$ cat config.mk
export PLATFORM = sky130hd
export DESIGN_NAME = epb_slave_ctrl
export DESIGN_NICKNAME = d
export VERILOG_FILES = /design/src/rtl/epb_slave_ctrl.sv
export SDC_FILE = /design/constraint.sdc
export NUM_CORES = 1
export LEC_CHECK = 0
export CAP_MARGIN = 30
export CORE_MARGIN = 2
export CORE_UTILIZATION = 30
export CTS_CLUSTER_DIAMETER = 50
export CTS_CLUSTER_SIZE = 24
export DETAILED_ROUTE_END_ITERATION = 12
export MAX_ROUTING_LAYER = met4
export PLACE_DENSITY = 0.61
export SLEW_MARGIN = 5
export SYNTH_ARGS = -nofsm -noshare
export SYNTH_HDL_FRONTEND = slang
export SYNTH_SLANG_ARGS = --single-unit
$ cat constraint.sdc
create_clock -name clk -period 3.5 [get_ports clk]
set_input_delay 0.35 -clock clk [delete_from_list [all_inputs] [get_ports clk]]
set_output_delay 0.35 -clock clk [all_outputs]
set_load 0.1 [all_outputs]
$ cat src/rtl/epb_slave_ctrl.sv
// epb_slave_ctrl: synchronous EPB slave for the ROACH CPLD.
// Synchronizes the asynchronous PowerPC EPB strobes and turns each bus
// access into a single-cycle read or write strobe on the register bus. It
// then returns read data and the ready handshake through the pad buffers.
module epb_slave_ctrl #(
  parameter int ADDR_WIDTH = 5,
  parameter int TIMEOUT    = 255
) (
  input  logic                  clk,
  input  logic                  rst_n,
  input  logic                  epb_cs_n,
  input  logic                  epb_r_w_n,
  input  logic [ADDR_WIDTH-1:0] epb_addr,
  input  logic [7:0]            epb_data_o,
  output logic [7:0]            epb_data_i,
  output logic                  epb_data_oe,
  output logic                  epb_rdy_i,
  output logic                  epb_rdy_oe,
  output logic [ADDR_WIDTH-1:0] bus_addr,
  output logic [7:0]            bus_wr_data,
  output logic                  bus_wr_strb,
  output logic                  bus_rd_strb,
  input  logic [7:0]            bus_rd_data,
  input  logic                  bus_ack,
  output logic                  timeout_err
);

  localparam int               CNT_W    = $clog2(TIMEOUT + 1);
  localparam logic [CNT_W-1:0] CNT_LAST = CNT_W'(TIMEOUT - 1);
  localparam logic [CNT_W-1:0] CNT_MAX  = '1;
  localparam logic [CNT_W-1:0] CNT_ONE  = CNT_W'(1);

  typedef enum logic [1:0] {
    ST_IDLE,
    ST_WAIT,
    ST_RDY,
    ST_RELEASE
  } state_t;

  // Synchronizer and edge-detect flops.
  logic       cs_meta, cs_sync, cs_prev;
  logic       rw_meta, rw_sync;
  logic [1:0] flush_cnt;
  logic       armed;
  logic       start_q;

  // FSM and datapath state.
  state_t           state_q, state_d;
  logic [CNT_W-1:0] cnt_q, cnt_d;
  logic [7:0]       rd_q, rd_d;
  logic             is_read_q, is_read_d;

  // Next values of the registered outputs.
  logic [ADDR_WIDTH-1:0] addr_d;
  logic [7:0]            wdata_d;
  logic                  wr_strb_d, rd_strb_d, tmo_d;
  logic                  rdy_oe_d, rdy_d, data_oe_d;
  logic [7:0]            data_i_d;

  // Synchronize cs_n / r_w_n and register the cs_n falling-edge start.
  // The start is only armed once the chain has held a genuine high sample,
  // so cs_n held low across reset cannot masquerade as a falling edge.
  always_ff @(posedge clk) begin
    // NOTE: every flop here resets synchronously, so reset is just another
    // input sampled at the clock edge.
    if (!rst_n) begin
      cs_meta   <= 1'b1;
      cs_sync   <= 1'b1;
      cs_prev   <= 1'b1;
      rw_meta   <= 1'b1;
      rw_sync   <= 1'b1;
      flush_cnt <= 2'd0;
      armed     <= 1'b0;
      start_q   <= 1'b0;
    end else begin
      // NOTE: non-blocking assignments make each flop take the value its
      // neighbour held before the edge, which is what forms the chain.
      cs_meta <= epb_cs_n;
      cs_sync <= cs_meta;
      cs_prev <= cs_sync;
      rw_meta <= epb_r_w_n;
      rw_sync <= rw_meta;
      if (flush_cnt != 2'd2) flush_cnt <= flush_cnt + 2'd1;
      if (flush_cnt == 2'd2 && cs_sync) armed <= 1'b1;
      start_q <= armed && !cs_sync && cs_prev;
    end
  end

  // State register.
  always_ff @(posedge clk) begin
    if (!rst_n) state_q <= ST_IDLE;
    else        state_q <= state_d;
  end

  // Next-state, datapath and pad/bus output decode.
  always_comb begin
    // NOTE: defaults first so every path assigns every signal; no latches.
    state_d   = state_q;
    cnt_d     = cnt_q;
    rd_d      = rd_q;
    is_read_d = is_read_q;
    addr_d    = bus_addr;
    wdata_d   = bus_wr_data;
    wr_strb_d = 1'b0;
    rd_strb_d = 1'b0;
    tmo_d     = 1'b0;

    unique case (state_q)
      ST_IDLE: begin
        if (start_q) begin
          addr_d    = epb_addr;
          is_read_d = rw_sync;
          if (!rw_sync) wdata_d = epb_data_o;
          rd_strb_d = rw_sync;
          wr_strb_d = !rw_sync;
          cnt_d     = '0;
          state_d   = ST_WAIT;
        end
      end
      ST_WAIT: begin
        if (cnt_q != CNT_MAX) cnt_d = cnt_q + CNT_ONE;
        // Ack wins over a simultaneous timeout.
        if (bus_ack || cnt_q == CNT_LAST) begin
          if (is_read_q) rd_d = bus_ack ? bus_rd_data : 8'hFF;
          tmo_d   = !bus_ack;
          // A master that already dropped cs_n gets no ready pulse.
          state_d = cs_sync ? ST_RELEASE : ST_RDY;
        end
      end
      ST_RDY: begin
        if (cs_sync) state_d = ST_RELEASE;
      end
      ST_RELEASE: begin
        state_d = ST_IDLE;
      end
      default: begin
        state_d = ST_IDLE;
      end
    endcase

    // Pad outputs follow the state being entered so they are registered
    // together with it. RELEASE drives rdy low for a cycle before tristate.
    rdy_oe_d  = (state_d == ST_RDY) || (state_d == ST_RELEASE);
    rdy_d     = (state_d == ST_RDY);
    data_oe_d = (state_d == ST_RDY) && is_read_d;
    data_i_d  = data_oe_d ? rd_d : 8'h00;
  end

  // Datapath and registered outputs.
  always_ff @(posedge clk) begin
    if (!rst_n) begin
      cnt_q       <= '0;
      rd_q        <= 8'h00;
      is_read_q   <= 1'b0;
      bus_addr    <= '0;
      bus_wr_data <= 8'h00;
      bus_wr_strb <= 1'b0;
      bus_rd_strb <= 1'b0;
      timeout_err <= 1'b0;
      epb_rdy_oe  <= 1'b0;
      epb_rdy_i   <= 1'b0;
      epb_data_oe <= 1'b0;
      epb_data_i  <= 8'h00;
    end else begin
      cnt_q       <= cnt_d;
      rd_q        <= rd_d;
      is_read_q   <= is_read_d;
      bus_addr    <= addr_d;
      bus_wr_data <= wdata_d;
      bus_wr_strb <= wr_strb_d;
      bus_rd_strb <= rd_strb_d;
      timeout_err <= tmo_d;
      epb_rdy_oe  <= rdy_oe_d;
      epb_rdy_i   <= rdy_d;
      epb_data_oe <= data_oe_d;
      epb_data_i  <= data_i_d;
    end
  end

endmodule
; After elaboration in Yosys (flattened, before gate mapping)
; Index checks and enable logic that the tools add are counted.
[totals]
latchBits = 0
elab_cells = 66
inputBits = 26
memories = 0
ram_bits = 0
output_inout_bits = 27
regBits = 55
mem_bits_ro = 0
[op_classes]
reduce_logical = 17
n_eq_ne = 11
mul = 0
muxes = 14
shift = 0
add_sub_neg = 2
n_lt_le_gt_ge = 0
div = 0
n_bitwise = 1
[ops]
columns = cell, count
row1 = $mux 8, 6
row2 = $pmux 8 s2, 1
row3 = $reduce_and 3->1, 4
row4 = $eq 2x2->1 const B, 5
row5 = $add 8x1->8 const B, 1
row6 = $eq 8x8->1 const B, 1
row7 = $ne 8x8->1 const B, 1
row8 = $pmux 2 s4, 1
row9 = $mux 2, 3
row10 = $ne 2x2->1 const B, 3
row11 = $logic_and 1x1->1, 4
row12 = $reduce_and 2->1, 2
row13 = $logic_not 1->1, 3
row14 = $mux 1, 3
row15 = $add 2x1->2 const B, 1
row16 = $eq 2x1->1 const B, 1
row17 = $logic_not 2->1, 1
row18 = $logic_or 1x1->1, 2
row19 = $reduce_bool 2->1, 1
row20 = $not 1->1, 1

; Logic depth before layout (Yosys ltp)
[logic_depth]
word_depth = 7
depth_mapped = 7
ltp_nobuf = 6

; Worst setup path after synthesis
; Ideal clock, no wire load.
[synth_path]
path_kind = register to register
start = register state_q[1]
end = register rd_q[5]
path_stages_with_launch = 7
setup_ps = 80
period_less_slack_ps = 2010
setup_slack_ps = 1490
arrival_time_ps = 1930
t_required_ps = 3420
n_path_buf = 2
path_cell_list = dfxtp_1 -> buf_6 -> and3b_2 -> buf_2 -> nand2_1 -> nor2_1 -> nor3b_1
[synth_between]
elab_chain_len = 2
[synth_lines]
columns = element, line_no
row1 = start: declaration, 48  ; state_t state_q, state_d;
row2 = start signal: assignment, 92  ; else state_q <= state_d;
row3 = $eq 2x1->1, 108  ; unique case (state_q)
row4 = $mux 8, 108
row5 = end signal: assignment, 166  ; rd_q <= rd_d;
row6 = end: declaration, 50  ; logic [7:0] rd_q, rd_d;
; No other way between the ends.
; A chain may end at the register's enable or synchronous reset.

==> metrics.txt <==
Post-CTS Hold Buffers 0; CTS tree done; skew final 4.119 ps; drc violations 0; kind of cell adding the most delay to the critical path buffers and inverters; Post-synth top flop dfxtp_1; Routed WL per cell 11.19 um; setup bufs post-CTS 0; Syn Std Cell Area 2084 um^2; # fillers 697; CP Data Arrival Time 2020 ps; top cells by count, synth 54 x dfxtp_1, 39 x nand2_1, 16 x nor2_1; first-pass GRT wire length 6.927 mm; Worst Setup Path Type flop to primary output; total grt overflow 0; max-slew violation count 0; post-route clock period utilization 67.75%; post-route cell area 2779 um^2; number of global-route vias before repair 1604; area delta synth->final 33.31%; Worst setup SP type flop; slowest CP cell clkdlybuf4s50_1; synth warn 0; CTS H-Tree Depth 2; Max VDD drop 0.1993 mV; M2 GR Usage 19.35%; Pwr Density 414.5 nW/um^2; Clock Power Share 34.7%; number of synthesized flops with an enable pin 0; #FFs+latches synth 54; RR Startpoint state_q[0]$_SDFF_PN0_; Setup violations, final 0; antenna cells 0; pin count of the biggest net entering global routing 22; CP Capture Type primary output; via count 1631; WP data required 3150 ps; unrepaired setup endpoints after global routing no; Vert. Die Dim 87.36 um; Worst-path clk slew 90 ps; Max Cap Violations 0; path depth of the worst reg2reg path 4; Mapped Avg Cell Area 9.306 um^2; Rel. slew slack 34.13%; final count of hold timing violations 0; GRT met3 Usage 2.844%; post-synth net total 253; delay of the slowest critical-path stage 1210 ps; clk sinks 54; startpoint of the worst hold path cs_meta$_SDFF_PN1_; Syn Inst Count 224; IO Pins 53; Gate power share 9.3%; count leader, synth dfxtp_1; Max Fanout on Critical Path 12; top cell type's share of synthesized area 51.86%; Post-DRT Antenna Nets 0; # port buffers 52; die area 7631 um^2; switching pwr 0.2490 mW; Die W 87.36 um; hold worst-path end cs_sync$_SDFF_PN1_; fin nets 304; top cell type by total area after synthesis dfxtp_1; initial antenna violation count 0; Synth cell types 42; Starting Density 30.85%; drt total wl 3.982 mm; dpl hpwl 2.947 mm; final setup TNS 0 ps; P_leak 0.9755 nW; Cell Chain, Critical Path clkdlybuf4s50_1; met1 Usage GRT 13.98%; area occupied by multi-input gates 927.1 um^2; Bufs on Longest Clock Path 2; measured slew at the worst slew-check pin 984.9 ps; Switching Share 21.62%; FF-to-FF setup slack 1770 ps; routability cong. 0.7498; sequential share of the synthesized area 51.86%; FFs w/ async S/R, synth 0%; row cnt 30; worst skew pair latency 290 ps; core box area 6756 um^2; highest clock rate 421.7 MHz; Vias per Instance 4.581; hold path depth 1; post-CTS resize count 0; r2r endpoint cnt_q[5]$_SDFFE_PN0P_; internal power 0.9028 mW; most used routing layer met2; Sequential Area 1081 um^2; root buffer cell clkbuf_8; Tmin final 2371 ps; Tot GR Track Use 11.58%; hold crit path type flop to flop; layout cell share with drive strength beyond 1 6.522%; initial DRC count 96; DP Area 2670 um^2; Flop pwr share 56.0%; ranking of synthesized cells by area dfxtp_1 52%, nand2_1 7.0%, a21boi_0 5.0%; status completed; Buf+Inv Stages, Crit Path 1; total CTS buffers 5; Initial DRT Pass Iterations 4
-- state kept, by name (all words and copies together) (netlist names), 2 cells and up --
| signal | flops |
|---|---|
| bus_wr_data | 8 |
| cnt_q | 8 |
| epb_data_i | 8 |
| rd_q | 8 |
| bus_addr | 5 |
| flush_cnt | 2 |
| state_q | 2 |
-- power by group through the flow --
stage | clock network [mW] | registers (mW) | logic (mW)
final | 0.400 | 0.645 | 0.107
after global routing | 0.438 | 0.648 | 0.122
after CTS | 0.414 | 0.645 | 0.109
after detailed placement | 0 | 0.660 | 0.108
after global placement | 0 | 0.659 | 0.106
after floorplan | 0 | 0.664 | 0.0591
-- final cells by class --
class	count	area share [%]
Clock buffer	5	2.476
Clock inverter	3	1.441
Inverter	7	0.9455
Multi-Input combinational cell	153	33.36
Sequential cell	54	38.90
Tap cell	80	3.602
Timing Repair Buffer	54	19.27
-- layout by cell type (no fill, tap or decap), types with 3 or more instances in the layout --
cell type and count:
clkbuf_8 5, clkdlybuf4s50_1 52, nand3_1 4, nand2_1 39
xnor2_1 4, inv_1 7, dfxtp_1 54, nor3b_1 8
nor3_1 8, o21ai_0 4, ha_1 3, nand2b_1 6
a21boi_0 14, a21oi_1 13, nor2_1 16
-- worst max path at each step --
stage                     cells after the start             startpoint                       end  slack (ps)
after global placement                        1  state_q[1]$_SDFF_PN0_                epb_rdy_oe        1450
after CTS                                     1  state_q[1]$_SDFF_PN0_                epb_rdy_oe        1110
final                                         1  state_q[1]$_SDFF_PN0_                epb_rdy_oe        1130
after global routing                          1  state_q[1]$_SDFF_PN0_                epb_rdy_oe        1060
after floorplan                               6  state_q[1]$_SDFF_PN0_        rd_q[5]$_SDFF_PN0_        1490
after detailed placement                      5                  rst_n  epb_data_i[2]$_SDFF_PN0_        1430
-- kinds of logic after synthesis --
kind of cell / count (synthesis) / synth area share, %
fa+ha+maj: 3 / 1.801
flops: 54 / 51.86
compound gates: 43 / 14.29
simple gates: 100 / 25.33
buf+inv: 17 / 3.662
xor+xnor: 5 / 2.101
mux: 2 / 0.9604
-- through the flow --
step / cells / setup slack [ps] / util (%) / total power [mW] / hold slack, ps
after CTS: 356 / 1108 / 41.13 / 1.169 / 413.4
final: 356 / 1129 / 41.13 / 1.152 / 411.3
after detailed placement: 348 / 1431 / 39.52 / 0.7679 / 392.1
after floorplan: 224 / 1490 / - / 0.7236 / 386.3
after global placement: 348 / 1449 / 39.52 / 0.7650 / 391.7
after global routing: 356 / 1056 / 41.13 / 1.208 / 441.5
-- per-layer routing --
| metal | vias up | part of all wire, % |
|---|---|---|
| li1 | 856 | - |
| met1 | 750 | 48 |
| met2 | 23 | 48 |
| met3 | 2 | 2.7 |
| met4 | 0 | 0.98 |
| met5 | - | 0 |
(Power assumes the default switching activity.)
